`src/rtl/apb_delayer_pkg.sv`:
```
// Shared types and latency-scaling helper for the APB/AXI delayers.
package apb_delayer_pkg;

  typedef enum logic [2:0] {StIdle, StReq, StAcc, StWait, StResp} state_e;

  localparam int unsigned DefaultRatio = 256;

  // T = round(k * ratio / 2^frac_w), saturated to cnt_w bits (cnt_w <= 32).
  function automatic logic [31:0] scale_latency(input logic [31:0] k,
                                                input logic [15:0] ratio,
                                                input int unsigned frac_w,
                                                input int unsigned cnt_w);
    logic [63:0] prod;
    logic [63:0] t;
    logic [63:0] limit;
    prod = 64'(k) * 64'(ratio);
    if (frac_w > 0) prod = prod + (64'd1 << (frac_w - 1));
    t     = prod >> frac_w;
    limit = (64'd1 << cnt_w) - 64'd1;
    return (t > limit) ? limit[31:0] : t[31:0];
  endfunction

endpackage

```
`src/rtl/apb_delay_calc.sv`:
```
// Remaining wait cycles after a measured latency k: max(scaled(k) - k, 0).
module apb_delay_calc
  import apb_delayer_pkg::*;
#(
  parameter int unsigned CNT_W  = 16,
  parameter int unsigned FRAC_W = 8,
  parameter int unsigned RATIO  = DefaultRatio
) (
  input  logic [CNT_W-1:0] k,
  output logic [CNT_W-1:0] rem
);

  logic [31:0] k_ext;
  logic [31:0] t;

  always_comb begin
    k_ext = 32'(k);
    t     = scale_latency(k_ext, 16'(RATIO), FRAC_W, CNT_W);
    rem   = (t > k_ext) ? CNT_W'(t - k_ext) : '0;
  end

endmodule

```
`src/rtl/apb_scaled_delayer.sv`:
```
// Single-outstanding APB forwarder that stretches the upstream response to
// RATIO times the measured downstream latency.
module apb_scaled_delayer
  import apb_delayer_pkg::*;
#(
  parameter int unsigned ADDR_W = 32,
  parameter int unsigned DATA_W = 32,
  parameter int unsigned FRAC_W = 8,
  parameter int unsigned RATIO  = DefaultRatio,
  parameter int unsigned CNT_W  = 16
) (
  input  logic                clock,
  input  logic                reset,
  input  logic [ADDR_W-1:0]   in_paddr,
  input  logic                in_psel,
  input  logic                in_penable,
  input  logic [2:0]          in_pprot,
  input  logic                in_pwrite,
  input  logic [DATA_W-1:0]   in_pwdata,
  input  logic [DATA_W/8-1:0] in_pstrb,
  output logic                in_pready,
  output logic [DATA_W-1:0]   in_prdata,
  output logic                in_pslverr,
  output logic [ADDR_W-1:0]   out_paddr,
  output logic                out_psel,
  output logic                out_penable,
  output logic [2:0]          out_pprot,
  output logic                out_pwrite,
  output logic [DATA_W-1:0]   out_pwdata,
  output logic [DATA_W/8-1:0] out_pstrb,
  input  logic                out_pready,
  input  logic [DATA_W-1:0]   out_prdata,
  input  logic                out_pslverr
);

  state_e           state;
  logic [CNT_W-1:0] k;
  logic [CNT_W-1:0] rem;
  logic [CNT_W-1:0] k_inc;
  logic [CNT_W-1:0] rem_calc;

  // Latency including the current ACC cycle, saturating.
  assign k_inc = (k == '1) ? k : k + CNT_W'(1);

  apb_delay_calc #(
    .CNT_W  (CNT_W),
    .FRAC_W (FRAC_W),
    .RATIO  (RATIO)
  ) u_calc (
    .k   (k_inc),
    .rem (rem_calc)
  );

  logic unused_penable;
  assign unused_penable = in_penable;

  always_ff @(posedge clock or negedge reset) begin
    if (!reset) begin
      state       <= StIdle;
      k           <= '0;
      rem         <= '0;
      in_pready   <= 1'b0;
      in_prdata   <= '0;
      in_pslverr  <= 1'b0;
      out_paddr   <= '0;
      out_psel    <= 1'b0;
      out_penable <= 1'b0;
      out_pprot   <= '0;
      out_pwrite  <= 1'b0;
      out_pwdata  <= '0;
      out_pstrb   <= '0;
    end else begin
      case (state)
        StIdle: begin
          if (in_psel) begin
            out_paddr   <= in_paddr;
            out_pprot   <= in_pprot;
            out_pwrite  <= in_pwrite;
            out_pwdata  <= in_pwdata;
            out_pstrb   <= in_pstrb;
            out_psel    <= 1'b1;
            out_penable <= 1'b0;
            k           <= '0;
            state       <= StReq;
          end
        end
        StReq: begin
          out_penable <= 1'b1;
          state       <= StAcc;
        end
        StAcc: begin
          k <= k_inc;
          if (out_pready) begin
            // Release the slave immediately; the response waits upstream.
            in_prdata   <= out_prdata;
            in_pslverr  <= out_pslverr;
            out_psel    <= 1'b0;
            out_penable <= 1'b0;
            rem         <= rem_calc;
            if (rem_calc != '0) begin
              state <= StWait;
            end else begin
              in_pready <= 1'b1;
              state     <= StResp;
            end
          end
        end
        StWait: begin
          rem <= rem - CNT_W'(1);
          if (rem <= CNT_W'(1)) begin
            in_pready <= 1'b1;
            state     <= StResp;
          end
        end
        StResp: begin
          in_pready <= 1'b0;
          state     <= StIdle;
        end
        default: state <= StIdle;
      endcase
    end
  end

endmodule

```
`config.mk`:
```
export PLATFORM = sky130hd
export DESIGN_NAME = apb_scaled_delayer
export DESIGN_NICKNAME = d
export VERILOG_FILES = /design/src/rtl/apb_delayer_pkg.sv /design/src/rtl/apb_delay_calc.sv /design/src/rtl/apb_scaled_delayer.sv
export SDC_FILE = /design/constraint.sdc
export NUM_CORES = 1
export LEC_CHECK = 0
export ABC_AREA = 1
export CORE_UTILIZATION = 40
export CTS_BUF_LIST = sky130_fd_sc_hd__clkbuf_4
export DETAILED_ROUTE_END_ITERATION = 10
export GPL_ROUTABILITY_DRIVEN = 1
export MAX_ROUTING_LAYER = met4
export PLACE_DENSITY = 0.78
export SYNTH_ARGS = -nofsm -noshare
export SYNTH_HDL_FRONTEND = slang
export SYNTH_SLANG_ARGS = --single-unit
export TNS_END_PERCENT = 1
```
`constraint.sdc`:
```
create_clock -name clock -period 3 [get_ports clock]
set_clock_uncertainty 0.1 [all_clocks]
set_input_delay 0.45 -clock clock [delete_from_list [all_inputs] [get_ports clock]]
set_output_delay 0.45 -clock clock [all_outputs]
set_load 0.01 [all_outputs]
```
==> metrics.txt, run 1 <==
initial antenna violation count=0; WP buf/inv=1; initial core utilization=41.2%; Hold WS=339 ps; fillers=1108; diode count=0; Core ar.=12700 µm²; #FFs+latches synth=127; Rel. slew slack=56.7%; Overflow after GRT=0; PortBufs=216; All-Layer GR Usage=20.5%; placed instance area=7530 µm²; final core utilization=61.8%; first drt pass iteration count=4; crit start category=register; Psw=0.669 mW; critical path class=register to output port; CP endpoint kind=output port; TritonCTS clock tree=done; Pleak=4.09 nW; pin count of the biggest net entering global routing=75; drt total wl=13.0 mm; RSZ-0062 raised after global routing=false; CTS Sinks=127; commonest cells after routing, fill and taps aside=362 x nand2_1, 215 x clkdlybuf4s50_1, 127 x dfrtp_1, 32 x inv_1, 22 x nor2_1; min Tclk post-route=2030 ps; Post-Syn Nets=734; status=complete, no violations; 1st-iter DRT viols=215; Fin. Hold Viols=0; Synth area leaders=dfrtp_1 61%, nand2_1 26%, inv_1 2.3%; area delta synth->final=50.0%; global-route wire length before repair=20.4 mm; Clock Latency Late Sink=520 ps; final setup fails=0; # IOs=218; measured slew at the worst slew-check pin=648 ps; Vias=4579; Pwr per Cell Area=395 nW/µm²; share of post-route cells with drive strength above 1=5.74%; CP arrival=1480 ps; GPL Wtd Cong=0.818; Final #Nets=953; Yosys cell types=22; register area share after synthesis=60.9%; Max H-tree Level=4; Synth Cell Area=5220 µm²; CP Cell Sequence=clkdlybuf4s50_1; critical path's top delay family=buffers and inverters; placed cells=993; Hold Crit Class=input pin to asynchronous set/reset pin; Worst IR Drop VDD=246 µV; P_int=2.42 mW; area leader, netlist=dfrtp_1; combinational cell fraction of total power=5.8%; Finished Layout Cells=1026; Sw Ratio=21.6%; sequential power share=55.4%; final worst path period share=67.7%; Post-Syn Area per Cell=8.39 µm²; worst path required time=2450 ps; Max Freq=0.492 GHz; DR WL/cell=12.7 µm; # rows=41; Final Max Tran Viols=0; Final ANT Viol Nets=0; slowest CP cell=clkdlybuf4s50_1; commonest non-fill, non-tap cell in the layout=nand2_1; Mapped Cells=622; remaining routing DRC violations=0; slowest stage delay, CP=590 ps; clk slew on worst S/H paths=110 ps; clock tree buffer depth=2; clock share of power=38.9%; CTS Root Cell=clkbuf_4; Max Cap Viol=0; Die ar.=13500 µm²; Ys Warns=0; CTS buffer count=17; HPWL after DPL=8.94 mm; die height=116 µm; crit path max fanout=2; share of the synthesized area in the top cell type=60.9%; die width=116 µm; Sum Neg Setup Slack=0 ps; vias in the first global route=4359; vias per cell=4.46; fin area=7830 µm²
## sequential cells by signal, summed over array words and instances, names as in the netlist
name / flops
in_prdata: 32
out_paddr: 32
out_pwdata: 32
rem: 16
out_pstrb: 4
out_pprot: 3
state: 3
in_pready: 1
in_pslverr: 1
out_penable: 1
out_psel: 1
out_pwrite: 1
## routing by layer
metal	GRT usage, %	vias up	wire, µm
li1	-	2324	-
met4	8.38	0	250
met1	24.7	2050	5460
met2	30.4	182	5980
met3	8.61	23	1320
met5	-	-	0
## per-stage QoR
| stage | worst slack (ps) | power (mW) |
|---|---|---|
| after floorplan | 1620 | 1.75 |
| after CTS | 901 | 3.14 |
| after global placement | 894 | 1.92 |
| final | 969 | 3.09 |
| after detailed placement | 877 | 1.92 |
| after global routing | 873 | 3.22 |
## path summary, 6_finish.rpt
check	start	to	slack, ps	depth (start not counted)
worst max-delay path	out_paddr[17]	out_paddr[17]	970	1
worst min-delay path	reset	in_prdata[24]	340	2
worst max register to register	state[1]	in_pready	1330	7
worst min register to register	in_pready	in_pready	380	2
max in group asynchronous	reset	out_paddr[19]	1680	3
min in group clock	in_paddr[30]	out_paddr[30]	350	3
## layout make-up
type / instances / area [µm²] / area share, %
Tap cell: 172 / 215 / 2.75
Inverter: 39 / 146 / 1.87
Multi-Input combinational cell: 433 / 1750 / 22.3
Timing Repair Buffer: 223 / 2250 / 28.8
Sequential cell: 127 / 3180 / 40.6
Clock inverter: 13 / 146 / 1.87
Clock buffer: 19 / 143 / 1.82
## power groups by stage
| stage | registers [mW] | logic [mW] | clock network [mW] |
|---|---|---|---|
| 2_1_floorplan | 1.74 | 0.000523 | 0 |
| 3_3_place_gp | 1.74 | 0.179 | 0 |
| 3_5_place_dp | 1.74 | 0.180 | 0 |
| 4_1_cts | 1.71 | 0.181 | 1.25 |
| 5_1_grt | 1.71 | 0.196 | 1.31 |
| 6_report | 1.71 | 0.178 | 1.20 |
## logic make-up (layout without fill, tap and decap cells)
kind of cell             count (synthesis)  after routing  synth area share, %
XOR/XNOR                                 1              1                0.168
buffers and inverters                   62            294                 5.78
AO/OA/AOI/OAI                           24             24                 2.37
adder cells (fa/ha/maj)                  2              2                0.479
flip-flops                             127            127                 60.9
AND/OR/NAND/NOR                        406            406                 30.3
## repair_timing
| action | in CTS | in global routing |
|---|---|---|
| endpoints found under the setup margin | 0 | 0 |
| gates resized for setup | 0 | 0 |
| hold endpoints to repair | 35 | 0 |
| hold buffers | 1 | 0 |
| buffers inserted | 0 | 0 |
## cells in the mapped netlist, drive strengths merged
master / count
ha: 2
nand2: 365
a21oi: 4
nand4: 1
o21ai: 17
nor3: 2
dfrtp: 127
nor2: 25
inv: 38
clkinv: 1
nand3: 13
xnor2: 1
buf: 23
o22ai: 3
No activity file was read; power rests on OpenSTA's default activity.
==> run 2, diff against run 1 <==
==> constraint.sdc (replaced) <==
create_clock -name clock -period 2.1 [get_ports clock]
set_clock_uncertainty 0.1 [all_clocks]
set_input_delay 0.315 -clock clock [delete_from_list [all_inputs] [get_ports clock]]
set_output_delay 0.315 -clock clock [all_outputs]
set_load 0.01 [all_outputs]
==> metrics.txt, run 2 (synthesized netlist as in run 1, its figures left out) <==
status=complete, no violations (unchanged); crit path max fanout=2 (unchanged); CP endpoint kind=output port (unchanged); CTS buffer count=17 (unchanged); Core ar.=12700 µm² (unchanged); 1st-iter DRT viols=207 (was 215); CP arrival=1500 ps (was 1480 ps); HPWL after DPL=9.56 mm (was 8.94 mm); fin area=7950 µm² (was 7830 µm²); critical path class=register to output port (unchanged); Overflow after GRT=0 (unchanged); Final #Nets=959 (was 953); CP Cell Sequence=clkdlybuf4s50_1 (unchanged); Vias=4569 (was 4579); die height=116 µm (unchanged); Pwr per Cell Area=599 nW/µm² (was 395 nW/µm²); initial core utilization=41.2% (unchanged); Clock Latency Late Sink=530 ps (was 520 ps); Final Max Tran Viols=0 (unchanged); Hold Crit Class=input pin to asynchronous set/reset pin (unchanged); DR WL/cell=13.0 µm (was 12.7 µm); Top Registers=in_prdata x32, out_paddr x32, out_pwdata x32 (unchanged); Final WS setup=184 ps (was 969 ps); Post-CTS Setup Repair Bufs=0 (unchanged); commonest cells after routing, fill and taps aside=362 x nand2_1, 215 x clkdlybuf4s50_1, 127 x dfrtp_1, 32 x inv_1, 22 x nor2_1 (unchanged); placed instance area=7590 µm² (was 7530 µm²); min Tclk post-route=1920 ps; combinational cell fraction of total power=5.4% (was 5.8%); Psw=0.976 mW (was 0.669 mW); Sw Ratio=20.5% (was 21.6%); CTS Root Cell=clkbuf_4 (unchanged); P_int=3.79 mW (was 2.42 mW); PortBufs=216 (unchanged); clock tree buffer depth=2 (unchanged); clk slew on worst S/H paths=120 ps (was 110 ps); Post-CTS Hold Fix Bufs=1 (unchanged); Die ar.=13500 µm² (unchanged); Fin. Hold Viols=0 (unchanged); Rel. slew slack=73.5% (was 56.7%); TritonCTS clock tree=done (unchanged); remaining routing DRC violations=0 (unchanged); # rows=41 (unchanged); Final ANT Viol Nets=0 (unchanged); critical path's top delay family=buffers and inverters (unchanged); RSZ-0062 raised after global routing=false (unchanged); die width=116 µm (unchanged); crit start category=register (unchanged); drt total wl=13.4 mm (was 13.0 mm); vias in the first global route=4423 (was 4359); pre-CTS WS=239 ps (was 877 ps); vias per cell=4.43 (was 4.46); Hold WS=152 ps (was 339 ps); # IOs=218 (unchanged); commonest non-fill, non-tap cell in the layout=nand2_1 (unchanged); Worst IR Drop VDD=394 µV (was 246 µV); diode count=0 (unchanged); post-CTS sizing=0 (unchanged); Pleak=4.14 nW (was 4.09 nW); final setup fails=0 (unchanged); pin count of the biggest net entering global routing=75 (unchanged); measured slew at the worst slew-check pin=397 ps (was 648 ps); GPL Wtd Cong=0.841 (was 0.818); worst path required time=1680 ps (was 2450 ps); sequential power share=51.3% (was 55.4%); Max H-tree Level=4 (unchanged); final worst path period share=91.2%; Max Freq=0.522 GHz; slowest stage delay, CP=590 ps (about the same); first drt pass iteration count=5 (was 4); initial antenna violation count=0 (unchanged); area delta synth->final=52.3% (was 50.0%); CTS Sinks=127 (unchanged); Max Cap Viol=0 (unchanged); All-Layer GR Usage=21.5% (was 20.5%); clock share of power=43.2% (was 38.9%); share of post-route cells with drive strength above 1=6.17% (was 5.74%); WP buf/inv=1 (unchanged); slowest CP cell=clkdlybuf4s50_1 (unchanged); Sum Neg Setup Slack=0 ps (unchanged); total power draw=4.76 mW (was 3.09 mW); global-route wire length before repair=21.4 mm (was 20.4 mm)
[run 2: cell count changes in the layout (fill, tap and decap cells not counted), sizes merged]
cell | previous run | this run
bufinv | 3 | 6
clkbuf | 19 | 17
clkinv | 10 | 8
buf | 7 | 13
[run 2: worst paths after layout]
path | startpoint | end | slack [ps] | depth (start not counted)
min | reset | out_paddr[4] | 150 | 2
max reg2reg | state[1] | rem[5] | 550 | 8
max in group asynchronous | reset | in_prdata[21] | 1140 | 3
min in group clock | in_pwdata[19] | out_pwdata[19] | 200 | 3
min reg2reg | in_prdata[7] | in_prdata[7] | 390 | 2
max | out_pwdata[15] | out_pwdata[15] | 180 | 1
[run 2: per-stage QoR]
step	instances	util, %
3_5_place_dp	999	59.9
6_report	1031	62.7
5_1_grt	1031	62.7
2_1_floorplan	622	-
3_3_place_gp	999	59.9
4_1_cts	1031	62.7
[run 2: final cells by class]
| type | instances | area (µm²) |
|---|---|---|
| clock buffer | 17 | 128 |
| clock inverter | 14 | 221 |
| fill | 1092 | 4720 |
| inverter | 39 | 146 |
| multi-input combinational | 433 | 1750 |
| sequential | 127 | 3180 |
| tap | 172 | 215 |
| timing repair buffer | 229 | 2310 |
[run 2: power by group through the flow]
| stage | registers, mW | logic [mW] | clock network, mW |
|---|---|---|---|
| global route | 2.44 | 0.284 | 2.22 |
| CTS | 2.44 | 0.264 | 2.11 |
| global placement | 2.49 | 0.260 | 0 |
| finish | 2.44 | 0.259 | 2.06 |
| floorplan | 2.49 | 0.000747 | 0 |
| detailed placement | 2.49 | 0.263 | 0 |
[run 2: layer usage]
layer | vias up | global-route usage [%] | wire length (µm)
met5 | - | - | 0
met4 | 0 | 8.97 | 292
met3 | 22 | 7.68 | 1140
met2 | 176 | 32.2 | 6140
met1 | 2043 | 26.4 | 5830
li1 | 2328 | - | -
==> run 3, diff against run 2 <==
--- a/config.mk
+++ b/config.mk
@@ -6,6 +6,7 @@
 export NUM_CORES = 1
 export LEC_CHECK = 0
 export ABC_AREA = 1
+export CORE_ASPECT_RATIO = 1.4
 export CORE_UTILIZATION = 40
 export CTS_BUF_LIST = sky130_fd_sc_hd__clkbuf_4
 export DETAILED_ROUTE_END_ITERATION = 10
==> metrics.txt, run 3 (synthesized netlist as in run 1, its figures left out) <==
status=finished, violations left (was complete, no violations); failing checks=design-rule violations; vias in the first global route=4437 (was 4423); Clock Latency Late Sink=510 ps (was 530 ps); Sum Neg Setup Slack=0 ps (unchanged); Final #Nets=957 (was 959); CTS Sinks=127 (unchanged); worst r2r src=rem[0] (was state[1]); post-CTS sizing=0 (unchanged); slowest stage delay, CP=570 ps (was 590 ps); Overflow after GRT=0 (unchanged); final core utilization=61.0% (was 62.7%); WP buf/inv=1 (unchanged); FF-to-FF path depth=9 (was 8); commonest cells after routing, fill and taps aside=362 x nand2_1, 215 x clkdlybuf4s50_1, 127 x dfrtp_1, 32 x inv_1, 22 x nor2_1 (unchanged); Max Cap Viol=0 (unchanged); RSZ-0062 raised after global routing=false (unchanged); CTS Root Cell=clkbuf_4 (unchanged); fillers=1079 (was 1092); CP Launch Point=out_pwdata[16] (was out_pwdata[15]); clock tree buffer depth=2 (unchanged); 1st-iter DRT viols=133 (was 207); # IOs=218 (unchanged); crit path max fanout=2 (unchanged); pin count of the biggest net entering global routing=75 (unchanged); min Tclk post-route=1910 ps (was 1920 ps); Post-CTS Hold Fix Bufs=1 (unchanged); CP arrival=1490 ps (was 1500 ps); remaining routing DRC violations=10 (was 0); HPWL after DPL=9.14 mm (was 9.56 mm); area delta synth->final=49.8% (was 52.3%); crit start category=register (unchanged); TritonCTS clock tree=done (unchanged); measured slew at the worst slew-check pin=453 ps (was 397 ps); final setup fails=0 (unchanged); drt total wl=13.1 mm (was 13.4 mm); Pleak=4.09 nW (was 4.14 nW); PortBufs=216 (unchanged); reg-to-reg setup timing slack=520 ps (was 550 ps); All-Layer GR Usage=20.2% (was 21.5%); Rel. slew slack=69.8% (was 73.5%); die height=137 µm (was 116 µm); Top Registers=in_prdata x32, out_paddr x32, out_pwdata x32 (unchanged); worst path required time=1680 ps (about the same); Max H-tree Level=4 (unchanged); diode count=0 (unchanged); critical path's top delay family=buffers and inverters (unchanged); global-route wire length before repair=20.6 mm (was 21.4 mm); first drt pass iteration count=8 (was 5); CTS buffer count=17 (unchanged); Final Max Tran Viols=0 (unchanged); Core ar.=12800 µm² (was 12700 µm²); DR WL/cell=13.0 µm (about the same); critical path class=register to output port (unchanged); Pwr per Cell Area=540 nW/µm² (was 599 nW/µm²); slowest CP cell=clkdlybuf4s50_1 (unchanged); clk slew on worst S/H paths=110 ps (was 120 ps); CP endpoint kind=output port (unchanged); initial core utilization=40.7% (was 41.2%); Worst IR Drop VDD=328 µV (was 394 µV); commonest non-fill, non-tap cell in the layout=nand2_1 (unchanged); vias per cell=4.61 (was 4.43); Fin. Hold Viols=0 (unchanged); Hold Crit Class=input pin to asynchronous set/reset pin (unchanged); # rows=49 (was 41); initial antenna violation count=0 (unchanged); Die ar.=13500 µm² (about the same); share of post-route cells with drive strength above 1=6.31% (was 6.17%); Final ANT Viol Nets=0 (unchanged); Worst R2R End=rem[14] (was rem[5]); GPL Wtd Cong=0.847 (was 0.841); Vias=4655 (was 4569); CP Cell Sequence=clkdlybuf4s50_1 (unchanged); Post-CTS Setup Repair Bufs=0 (unchanged); die width=98.5 µm (was 116 µm); Max Freq=0.524 GHz (was 0.522 GHz); final worst path period share=90.8% (was 91.2%)
[run 3: changes by cell type in the layout (fill, tap and decap cells not counted)]
cell        change
buf_12          +1
buf_4           -3
bufinv_16       -5
clkinv_1        -4
clkinv_2        +2
clkinv_4        +2
clkinvlp_4      +1
inv_6           +3
[run 3: area by class of cell]
| cell class | instances | area (µm²) | area share (%) |
|---|---|---|---|
| multi-input combinational | 433 | 1750 | 22.4 |
| timing repair buffer | 227 | 2310 | 29.5 |
| sequential | 127 | 3180 | 40.7 |
| inverter | 39 | 146 | 1.87 |
| clock buffer | 17 | 128 | 1.63 |
| tap | 153 | 191 | 2.45 |
| clock inverter | 13 | 118 | 1.50 |
[run 3: worst max-delay path by stage]
stage | end | slack (ps) | cells past startpoint
5_1_grt | out_pwdata[16] | 120 | 1
3_3_place_gp | in_prdata[10] | 290 | 8
2_1_floorplan | rem[14] | 720 | 9
4_1_cts | out_pwdata[16] | 140 | 1
3_5_place_dp | in_prdata[2] | 240 | 8
6_report | out_pwdata[16] | 190 | 1
[run 3: layer usage]
metal / track usage (%) / vias up / share of wire, %
met5: - / - / 0
li1: - / 2320 / -
met1: 23.1 / 2136 / 41
met3: 6.84 / 21 / 7.1
met4: 7.46 / 0 / 2.0
met2: 33.2 / 178 / 50
[run 3: power breakdown]
part           internal (mW)  leakage [nW]  total (mW)  switching (mW)
Clock                  0.580         0.134        1.51           0.934
Combinational          0.185          2.22       0.263          0.0780
Sequential              2.44          1.74        2.44               0
Total                   3.21          4.09        4.22            1.01
[run 3: metrics by stage]
step	hold slack (ps)	area, µm²	worst slack, ps	total power, mW	instances
2_1_floorplan	-80.6	5220	722	2.49	622
3_3_place_gp	203	7560	285	2.76	978
3_5_place_dp	204	7560	239	2.76	978
4_1_cts	156	7820	140	4.28	1009
5_1_grt	179	7820	121	4.39	1009
6_report	180	7820	193	4.22	1009
